`config.mk`:
```
export PLATFORM = sky130hd
export DESIGN_NAME = mem_arbiter_flat
export DESIGN_NICKNAME = d
export VERILOG_FILES = /design/src/rtl/mem_arbiter_if.sv /design/src/rtl/mem_arbiter.sv /design/src/flat_wrapper.sv
export SDC_FILE = /design/constraint.sdc
export NUM_CORES = 1
export LEC_CHECK = 0
export ABC_AREA = 1
export CAP_MARGIN = 25
export CORE_AREA = 4 4 103 105
export CTS_CLUSTER_DIAMETER = 60
export DETAILED_ROUTE_END_ITERATION = 7
export DIE_AREA = 0 0 107 109
export GPL_TIMING_DRIVEN = 0
export MAX_ROUTING_LAYER = met4
export SLEW_MARGIN = 5
export SYNTH_ARGS = -nofsm -noshare
export SYNTH_HDL_FRONTEND = slang
export SYNTH_SLANG_ARGS = --single-unit
```
`constraint.sdc`:
```
create_clock -name CLK -period 1.5 [get_ports CLK]
set_input_delay 0.375 -clock CLK [delete_from_list [all_inputs] [get_ports CLK]]
set_output_delay 0.375 -clock CLK [all_outputs]
set_load 0.1 [all_outputs]
```
`src/rtl/mem_arbiter_if.sv`:
```
// Bundles the CPU-side fetch/data request ports and the shared RAM port
// of the memory arbiter. The arbiter uses the slave view; the
// environment (CPU side plus RAM) uses the master view.
interface mem_arbiter_if;
    logic        iREN;
    logic [31:0] iaddr;
    logic        dREN;
    logic        dWEN;
    logic [31:0] daddr;
    logic [31:0] dstore;
    logic [1:0]  ramstate;
    logic [31:0] ramload;
    logic        iwait;
    logic        dwait;
    logic [31:0] iload;
    logic [31:0] dload;
    logic        ramREN;
    logic        ramWEN;
    logic [31:0] ramaddr;
    logic [31:0] ramstore;
    logic        ramerr;

    modport slave (
        input  iREN, iaddr, dREN, dWEN, daddr, dstore, ramstate, ramload,
        output iwait, dwait, iload, dload, ramREN, ramWEN, ramaddr, ramstore, ramerr
    );

    modport master (
        output iREN, iaddr, dREN, dWEN, daddr, dstore, ramstate, ramload,
        input  iwait, dwait, iload, dload, ramREN, ramWEN, ramaddr, ramstore, ramerr
    );
endinterface

```
`src/rtl/mem_arbiter.sv`:
```
// Arbiter between instruction fetch and data access for the single shared
// RAM port. Data is favoured, but after STARVE_LIMIT consecutive data
// completions with a fetch pending, the fetch is granted next. A grant is
// held until RAM reports ACCESS/ERROR or the requester withdraws.
module mem_arbiter #(
    parameter int unsigned STARVE_LIMIT = 4
) (
    input logic          CLK,
    input logic          nRST,
    mem_arbiter_if.slave bus
);
    localparam logic [1:0] IDLE = 2'd0;
    localparam logic [1:0] DGNT = 2'd1;
    localparam logic [1:0] IGNT = 2'd2;

    localparam logic [1:0] RS_ACCESS = 2'd2;
    localparam logic [1:0] RS_ERROR  = 2'd3;

    localparam logic [3:0] LIMIT = 4'(STARVE_LIMIT);

    logic [1:0] state;
    logic [1:0] next_state;
    logic [3:0] starve_cnt;
    logic       dreq;
    logic       ram_done;
    logic       d_done;
    logic       i_done;

    assign dreq     = bus.dREN | bus.dWEN;
    assign ram_done = (bus.ramstate == RS_ACCESS) || (bus.ramstate == RS_ERROR);
    assign d_done   = (state == DGNT) && dreq && ram_done;
    assign i_done   = (state == IGNT) && bus.iREN && ram_done;

    // Grant selection in IDLE; a grant ends on completion or withdrawal.
    always_comb begin
        next_state = state;
        case (state)
            IDLE: begin
                if (dreq && (!bus.iREN || starve_cnt < LIMIT))
                    next_state = DGNT;
                else if (bus.iREN)
                    next_state = IGNT;
            end
            DGNT: begin
                if (!dreq || ram_done)
                    next_state = IDLE;
            end
            IGNT: begin
                if (!bus.iREN || ram_done)
                    next_state = IDLE;
            end
            default: next_state = IDLE;
        endcase
    end

    // State register.
    always_ff @(posedge CLK or negedge nRST) begin
        if (!nRST)
            state <= IDLE;
        else
            state <= next_state;
    end

    // Counts data completions that overtook a pending fetch, saturating.
    always_ff @(posedge CLK or negedge nRST) begin
        if (!nRST)
            starve_cnt <= '0;
        else if (!bus.iREN || i_done)
            starve_cnt <= '0;
        else if (d_done && starve_cnt < LIMIT)
            starve_cnt <= starve_cnt + 4'd1;
    end

    // RAM strobes and CPU-side handshakes follow the grant combinationally,
    // so a withdrawn request drops the strobes in the same cycle.
    always_comb begin
        bus.ramREN   = 1'b0;
        bus.ramWEN   = 1'b0;
        bus.ramaddr  = '0;
        bus.ramstore = '0;
        bus.iwait    = 1'b1;
        bus.dwait    = 1'b1;
        bus.iload    = '0;
        bus.dload    = '0;
        bus.ramerr   = 1'b0;
        if (state == DGNT && dreq) begin
            bus.ramaddr  = bus.daddr;
            bus.ramstore = bus.dstore;
            bus.ramWEN   = bus.dWEN;
            bus.ramREN   = bus.dREN & ~bus.dWEN;
            if (d_done) begin
                bus.dwait  = 1'b0;
                bus.dload  = bus.ramload;
                bus.ramerr = (bus.ramstate == RS_ERROR);
            end
        end else if (state == IGNT && bus.iREN) begin
            bus.ramaddr = bus.iaddr;
            bus.ramREN  = 1'b1;
            if (i_done) begin
                bus.iwait  = 1'b0;
                bus.iload  = bus.ramload;
                bus.ramerr = (bus.ramstate == RS_ERROR);
            end
        end
    end
endmodule

```
`src/flat_wrapper.sv`:
```
// flat-port wrapper written by rule: the top's interface ports become plain ports
module mem_arbiter_flat 
#(
    parameter int unsigned STARVE_LIMIT = 4
)
  (CLK, nRST, bus_iREN, bus_iaddr, bus_dREN, bus_dWEN, bus_daddr, bus_dstore, bus_ramstate, bus_ramload, bus_iwait, bus_dwait, bus_iload, bus_dload, bus_ramREN, bus_ramWEN, bus_ramaddr, bus_ramstore, bus_ramerr);
  mem_arbiter_if bus_i ();
  input logic CLK;
  input logic nRST;
  input wire logic [$bits(bus_i.iREN)-1:0] bus_iREN;
  input wire logic [$bits(bus_i.iaddr)-1:0] bus_iaddr;
  input wire logic [$bits(bus_i.dREN)-1:0] bus_dREN;
  input wire logic [$bits(bus_i.dWEN)-1:0] bus_dWEN;
  input wire logic [$bits(bus_i.daddr)-1:0] bus_daddr;
  input wire logic [$bits(bus_i.dstore)-1:0] bus_dstore;
  input wire logic [$bits(bus_i.ramstate)-1:0] bus_ramstate;
  input wire logic [$bits(bus_i.ramload)-1:0] bus_ramload;
  output wire logic [$bits(bus_i.iwait)-1:0] bus_iwait;
  output wire logic [$bits(bus_i.dwait)-1:0] bus_dwait;
  output wire logic [$bits(bus_i.iload)-1:0] bus_iload;
  output wire logic [$bits(bus_i.dload)-1:0] bus_dload;
  output wire logic [$bits(bus_i.ramREN)-1:0] bus_ramREN;
  output wire logic [$bits(bus_i.ramWEN)-1:0] bus_ramWEN;
  output wire logic [$bits(bus_i.ramaddr)-1:0] bus_ramaddr;
  output wire logic [$bits(bus_i.ramstore)-1:0] bus_ramstore;
  output wire logic [$bits(bus_i.ramerr)-1:0] bus_ramerr;
  assign bus_i.iREN = bus_iREN;
  assign bus_i.iaddr = bus_iaddr;
  assign bus_i.dREN = bus_dREN;
  assign bus_i.dWEN = bus_dWEN;
  assign bus_i.daddr = bus_daddr;
  assign bus_i.dstore = bus_dstore;
  assign bus_i.ramstate = bus_ramstate;
  assign bus_i.ramload = bus_ramload;
  assign bus_iwait = bus_i.iwait;
  assign bus_dwait = bus_i.dwait;
  assign bus_iload = bus_i.iload;
  assign bus_dload = bus_i.dload;
  assign bus_ramREN = bus_i.ramREN;
  assign bus_ramWEN = bus_i.ramWEN;
  assign bus_ramaddr = bus_i.ramaddr;
  assign bus_ramstore = bus_i.ramstore;
  assign bus_ramerr = bus_i.ramerr;
  mem_arbiter #(.STARVE_LIMIT(STARVE_LIMIT)) u_core (.CLK(CLK), .nRST(nRST), .bus(bus_i));
endmodule
```
-- After elaboration in Yosys (flattened, before gate mapping)
Index checks and enable logic that the tools add are counted.
- bits in registers: 6
- bits in latches: 0
- memory bits (writable): 0
- ROM bits: 0
- output and inout bits: 133
- memories: 0
- add/subtract/negate cells: 1
- $mul: 0
- div/mod/pow operators: 0
- order comparisons: 1
- equal/unequal tests: 7
- shifts and indexed selects: 0
- mux-type cells: 27
- bitwise operators: 3
- reductions and logical operators: 16
- operator list (kind ; count):
    2-to-1 mux 32 bit ; 8
    2-to-1 mux 1 bit ; 12
    2-to-1 mux 2 bit ; 4
    2-to-1 mux 4 bit ; 2
    equality test 2 bit, second input constant ; 3
    logical AND 1 bit ; 6
    case mux 2 bit (3 select lines) ; 1
    logical OR 1 bit ; 5
    adder 4 x 1 -> 4 bit, second input constant ; 1
    less-than comparator 4 x 3 -> 1 bit, second input constant ; 1
    != test 2 x 1 -> 1 bit, second input constant ; 2
    != test 3 x 2 -> 1 bit, second input constant ; 1
    AND reduction 3 bit ; 1
    equality test 2 x 1 -> 1 bit, second input constant ; 1
    logical NOT 1 bit ; 2
    logical NOT 2 bit ; 1
    nonzero test 2 bit ; 1
    bitwise AND 1 bit ; 1
    NOT 1 bit ; 1
    bitwise OR 1 bit ; 1

-- Longest topological paths before layout
Gate-level depths: netlist of the first run.
- depth after elaboration: 6
- gate-level depth with buffers: 7

-- Least setup slack after synthesis of the first run
Ideal clock, no wire load.
- kind: register -> output
- start: register u_core.state[1]
- end: output port bus_ramREN
- arrival: 2.790 ns
- required time: 1.125 ns
- slack: -1.665 ns
- cell stages (with the launch flop): 4
- buffers on the path: 0
- path through: dfrtp_1 -> inv_2 -> nand2_2 -> o31ai_1
- cells in the longest elaborated chain, start to end: 4
- elaborated cells between the ends (all ways): 6
- RTL lines (element ; RTL line ; text):
    from (decl) ; mem_arbiter.sv:21 ; logic [1:0] state;
    from (signal assigned) ; mem_arbiter.sv:61 ; state <= next_state;
    equality test 2 bit ; mem_arbiter.sv:96 ; end else if (state == IGNT && bus.iREN) begin
    logical AND 1 bit ; mem_arbiter.sv:96 ;
    2-to-1 mux 1 bit ; mem_arbiter.sv:96 ;
    2-to-1 mux 1 bit * ; mem_arbiter.sv:86 ; if (state == DGNT && dreq) begin
    to (decl) ; flat_wrapper.sv:22 ; output wire logic [$bits(bus_i.ramREN)-1:0] bus_ramREN;
Mark *: on every way between the ends. The rest lies on a longest branch, timed or not.

-- Final worst setup path of the first run
- start: register u_core.state[1]
- end: output port bus_ramstore[12]
- cells in the longest elaborated chain, start to end: 3
- RTL lines (element ; RTL line ; text):
    equality test 2 x 1 -> 1 bit ; mem_arbiter.sv:86 ;
    logical AND 1 bit ; mem_arbiter.sv:86 ;
    2-to-1 mux 32 bit ; mem_arbiter.sv:86 ;
    to (decl) ; flat_wrapper.sv:25 ; output wire logic [$bits(bus_i.ramstore)-1:0] bus_ramstore;
No other way between the ends.

==> impl_metrics.csv, run 1 <==
group,metric,value,unit
synthesis,yosys.area_share.adder,0.00891,
floorplanning,die_y,109,um
pwr,power.density,1140,nW/um^2
drt,drcViolationCount,0,
layout,multiInputGateArea,1970,um^2
floorplanning,rows,36,
timing,max_slew_margin,0.660,
drt,routedWlPerCell,16.3,um
global_routing,first_global_vias,3148,
layout,register_area,151,um^2
drt,routed_wl,11.4,mm
clock_tree,cts_sinks,6,
floorplanning,fp.dieW,107,um
clock_tree,clockRootBuffer,"clkbuf_8",
synthesis,synth_area,1400,um^2
synthesis,synth_top_family_by_area,"simple AND/OR/NAND/NOR gates",
setup_path,r2r_cells,7,
clock_tree,cts_tree,"built",
drt,drt_iter0_drc,46,
status,violations,"negative setup slack",
status,status,"finished with violations",
timing,fin_setup_tns,-57.74,ns
setup_path,arrival,1.62,ns
place,placed_area,5360,um^2
drt,dr.pass1.iters,4,
synthesis,ys_async_sr_fraction,1.00,
global_routing,track_usage,0.186,
synthesis,synthSimpleGateAreaFrac,0.380,
synthesis,synth_seq_cells,6,
timing,skew,0.00556,ns
setup_path,rr_startpoint,"u_core.state[1]$_DFFE_PN0P_",
timing,max_freq,500,MHz
setup_path,r2r_end,"u_core.starve_cnt[1]$_DFFE_PN0P_",
pwr,finalPower,0.00846,W
drt,avgViaCountPerCell,4.16,
timing,maxSlewViolCount,0,
clock_tree,htree_num_levels,1,
layout,layout.nets,705,
min_path,hp-class,"primary input to async pin",
timing,fin_ws,-0.498,ns
clock_tree,clk_latency,0.22,ns
setup_path,end_kind,"output port",
synthesis,synth_top_area_share,0.267,
pwr,cellLeakagePower,3.21,nW
global_routing,grt.overflow.total,0,
synthesis,synth-main-ff-cell,"dfrtp_1",
global_routing,grt_max_degree,11,
setup_path,crit_path_max_fanout,8,
layout,fillers,618,
global_routing,antenna_found_initial,0,
layout,antennaDiodeCount,0,
synthesis,synth_top_area_cell,"nor2_1",
clock_tree,cts_max_path_buffers,2,
timing,period_share,1.33,
layout,area_growth_syn_to_layout,427,%
clock_tree,hold_buffers,0,
setup_path,reg2reg_slack,0.11,ns
synthesis,synthMuxAreaShare,0,
synthesis,avgSynthCellArea,5.38,um^2
pwr,peakVddDrop,0.751,mV
drt,antenna_left,0,
synthesis,synthCells,261,
clock_tree,clkTransAtPathRegs,0.04,ns
drt,vias,2916,
clock_tree,cts_buffers,3,
place,routabilityCongestion,0.811,
floorplanning,die_area,11700,um^2
timing,finalHoldWorstSlack,0.390,ns
layout,design_area,7400,um^2
place,hpwlAfterDp,8.51,mm
floorplanning,initial_core_util,0.146,
synthesis,synth-seq-area-share,0.107,
floorplanning,core_region_area,9640,um^2
setup_path,cp.required,1.12,ns
synthesis,synth_xor_area_frac,0.00624,
global_routing,grt_pass1_wl,16.6,mm
timing,tightestPinTransition,0.507,ns
synthesis,syn_nets,397,
timing,rsz0062_at_grt,"true",
synthesis,netlist_top_cells_area,"nor2_1 27%, a22o_1 20%, inv_1 18%",
setup_path,critical_path_class,"register to output port",
synthesis,synth_warnings,0,
floorplanning,ios,268,
place,io_buffers,267,
synthesis,synth_edf_count,0,
timing,hold_violations,0,
synthesis,ys_types,24,
synthesis,synth_compound_area_frac,0.220,
setup_path,crit_path_start_kind,"register",
timing,fin_crit,2.00,ns
job,max-cap-violations,0,
timing,setup_violations,133,
layout,final_layout_size_suffix_gt1_frac,0.592,
==> layout by cell type (no fill, tap or decap), types with 4 or more instances in the layout <==
cell type,instances
clkdlybuf4s50_1,130
clkbuf_16,5
buf_16,6
buf_4,11
buf_12,137
a22o_4,32
nand2_1,9
inv_2,4
dfrtp_1,5
nand3_1,8
inv_1,67
buf_8,14
buf_6,10
nor2_4,101
==> state kept, by name (all words and copies together), names as in the netlist <==
signal and flops:
u_core.starve_cnt 4, u_core.state 2
==> layer usage <==
| metal | vias to the layer above | GRT usage | share of wire |
|---|---|---|---|
| met5 | - | - | 0 |
| met4 | 0 | 0.0338 | 0.0068 |
| met3 | 6 | 0.0409 | 0.077 |
| met2 | 150 | 0.384 | 0.61 |
| met1 | 1350 | 0.176 | 0.31 |
| li1 | 1410 | - | - |
==> layout make-up <==
class,count,area share
clock buffer,4,0.00609
buffer,15,0.0384
inverter,72,0.0382
tap,133,0.0225
sequential,6,0.0205
multi-input combinational,169,0.267
timing repair buffer,302,0.608
==> how the worst max path moves through the flow <==
stage / startpoint / endpoint / cells past startpoint
finish: u_core.state[1]$_DFFE_PN0P_ / bus_ramstore[12] / 7
global route: u_core.state[1]$_DFFE_PN0P_ / bus_ramaddr[1] / 6
CTS: u_core.state[1]$_DFFE_PN0P_ / bus_ramstore[30] / 6
detailed placement: bus_dWEN / bus_dload[12] / 7
global placement: bus_dWEN / bus_dload[12] / 7
floorplan: u_core.state[0]$_DFFE_PN0P_ / bus_iload[22] / 6
==> synthesized netlist by cell type (3+ instances only) <==
cell,number
nor2_1,100
inv_1,69
a22o_1,32
nand2_1,11
nand3_1,8
buf_2,6
buf_6,6
dfrtp_1,6
buf_4,3
inv_2,3
==> cells by family after synthesis <==
logic type      Yosys count
simple gates            129
buf+inv                  87
compound gates           37
flops                     6
xor+xnor                  1
fa+ha+maj                 1
==> per-stage QoR <==
step           setup WS, ns   util  cells
4_1_cts              -0.480  0.727    683
6_report             -0.498  0.768    701
3_5_place_dp          -1.78  0.556    661
5_1_grt              -0.557  0.768    701
2_1_floorplan        -0.384      -    261
3_3_place_gp          -1.77  0.556    661
==> what timing repair did <==
item                                    4_1_cts  5_1_grt
cloned                                        5        6
resized for setup                          1212       35
pin swaps                                     8       11
buffers inserted                             13       12
endpoints found under the setup margin      138      136
==> critical path, stage by stage, from the launching register on <==
cell and delay (ns):
dfrtp_2 0.44, nor2_4 0.16, buf_6 0.13, nand2_8 0.09, buf_6 0.15, buf_12 0.14
nor2_4 0.10, buf_12 0.18
==> report_power, final <==
| part | total (W) | internal, W | switching [W] | leakage [nW] |
|---|---|---|---|---|
| clock network | 0.000251 | 0.000183 | 0.0000682 | 0.0228 |
| registers | 0.000198 | 0.000182 | 0.0000156 | 0.0793 |
| logic | 0.00802 | 0.00318 | 0.00483 | 3.11 |
| total | 0.00846 | 0.00355 | 0.00492 | 3.21 |
(Power assumes the default switching activity.)
==> run 2: changes to the inputs <==
GPL_ROUTABILITY_DRIVEN = 0   (was unset)
==> results of run 2 <==
Same layout as run 1: the final DEF is identical, and so are final timing and power.
==> run 3: changes to the inputs <==
CORE_AREA = 4 4 102 104   (was 4 4 103 105)
DIE_AREA = 0 0 106 108   (was 0 0 107 109)
PLACE_DENSITY = 0.66   (was unset)
clock period = 1.61 ns   (was 1.5 ns; I/O delays follow)
==> impl_metrics.csv, run 3 (synthesized netlist as in run 1, its figures left out) <==
group,metric,value,unit
pwr,cellLeakagePower,3.15,nW
setup_path,r2r_cells,8,
status,status,"finished with violations",
timing,maxSlewViolCount,0,
pwr,power.density,1090,nW/um^2
job,max-cap-violations,0,
layout,top_regs,"u_core.starve_cnt x4, u_core.state x2",
clock_tree,cts_sinks,6,
setup_path,arrival,1.59,ns
timing,rsz0062_at_grt,"true",
clock_tree,hold_buffers,0,
global_routing,grt_max_degree,11,
min_path,hp-class,"primary input to async pin",
layout,area_growth_syn_to_layout,420,%
timing,setup_violations,133,
global_routing,grt.overflow.total,0,
setup_path,r2r_end,"u_core.starve_cnt[1]$_DFFE_PN0P_",
layout,antennaDiodeCount,0,
clock_tree,cts_buffers,3,
timing,fin_crit,2.00,ns
timing,max_freq,501,MHz
layout,final_util,0.765,
layout,layout.nets,698,
layout,largest-register,"u_core.starve_cnt",
clock_tree,htree_num_levels,1,
global_routing,grt_pass1_wl,17.2,mm
global_routing,antenna_found_initial,0,
floorplanning,ios,268,
setup_path,rr_startpoint,"u_core.state[1]$_DFFE_PN0P_",
status,violations,"negative setup slack",
setup_path,startpoint,"bus_dWEN",
floorplanning,rows,36,
setup_path,reg2reg_slack,0.23,ns
setup_path,end_kind,"output port",
floorplanning,fp.dieW,106,um
layout,largest_reg_flops,4,
setup_path,critical_path_class,"primary input to output port",
drt,dr.pass1.iters,4,
global_routing,track_usage,0.196,
setup_path,crit_path_start_kind,"primary input",
layout,final_layout_size_suffix_gt1_frac,0.586,
timing,fin_ws,-0.387,ns
global_routing,first_global_vias,3276,
setup_path,crit_path_max_fanout,5,
clock_tree,cts_max_path_buffers,2,
clock_tree,clk_latency,0.22,ns
drt,drcViolationCount,0,
timing,max_slew_margin,0.668,
drt,vias,2929,
pwr,peakVddDrop,0.907,mV
floorplanning,initial_core_util,0.147,
layout,mostFrequentLayoutCells,"144 x buf_12, 130 x clkdlybuf4s50_1, 100 x nor2_4",
drt,drt_iter0_drc,56,
timing,period_share,1.24,
clock_tree,cts_tree,"built",
floorplanning,die_area,11400,um^2
drt,routed_wl,11.9,mm
place,hpwlAfterDp,8.38,mm
clock_tree,clockRootBuffer,"clkbuf_8",
floorplanning,core_region_area,9550,um^2
place,dp.cells,661,
place,io_buffers,267,
setup_path,cp.required,1.21,ns
timing,hold_violations,0,
timing,skew,0.00295,ns
drt,routedWlPerCell,17.1,um
timing,tightestPinTransition,0.495,ns
floorplanning,die_y,108,um
drt,antenna_left,0,
layout,final_cells,694,
drt,avgViaCountPerCell,4.22,
clock_tree,clkTransAtPathRegs,0.04,ns
layout,layout_commonest_cell,"buf_12",
==> run 3: stage by stage <==
stage / worst slack [ns] / hold slack [ns] / area, um^2 / TNS [ns] / total power (W)
6_report: -0.387 / 0.416 / 7300 / -44.34 / 0.00792
3_3_place_gp: -1.68 / 0.492 / 5360 / -212.00 / 0.00580
2_1_floorplan: -0.302 / 0.107 / 2520 / -23.52 / 0.00459
3_5_place_dp: -1.72 / 0.487 / 5360 / -214.56 / 0.00583
4_1_cts: -0.377 / 0.419 / 6840 / -44.76 / 0.00732
5_1_grt: -0.436 / 0.437 / 7300 / -50.82 / 0.00815
==> run 3: final cells by class <==
type / instances / area, um^2
Timing Repair Buffer: 296 / 4450
Fill cell: 619 / 2250
Multi-Input combinational cell: 168 / 1940
Inverter: 72 / 278
Buffer: 15 / 272
Tap cell: 133 / 166
Sequential cell: 6 / 151
Clock buffer: 4 / 45.0
==> run 3: repair_timing <==
action / 4_1_cts / 5_1_grt
gates resized for setup: 1193 / 52
pin swaps: 11 / 12
endpoints found under the setup margin: 137 / 133
cloned: 3 / 6
setup buffers: 12 / 8
==> run 3: worst max path at each step <==
stage,cells after the start,to
after global routing,7,bus_iload[26]
final,8,bus_dload[30]
after CTS,6,bus_dload[23]
after detailed placement,7,bus_dload[12]
after global placement,7,bus_dload[12]
after floorplan,6,bus_iload[22]
==> run 3: layer usage <==
layer | share of wire | vias to the layer above | global-route usage
li1 | - | 1393 | -
met1 | 0.32 | 1362 | 0.186
met4 | 0.020 | 0 | 0.0537
met5 | 0 | - | -
met3 | 0.071 | 16 | 0.0484
met2 | 0.59 | 158 | 0.389
==> run 3: report_power, final <==
group / switching, W / total [W] / internal (W)
Sequential: 0.0000162 / 0.000186 / 0.000170
Combinational: 0.00451 / 0.00751 / 0.00300
Clock: 0.0000601 / 0.000230 / 0.000170
Total: 0.00459 / 0.00792 / 0.00334
==> run 3: worst max-delay path, stage by stage <==
cell	delay, ns
clkdlybuf4s15_2	0.23
inv_2	0.08
nand2_4	0.12
nand3_4	0.11
buf_12	0.17
buf_12	0.14
nor2_4	0.13
buf_12	0.19
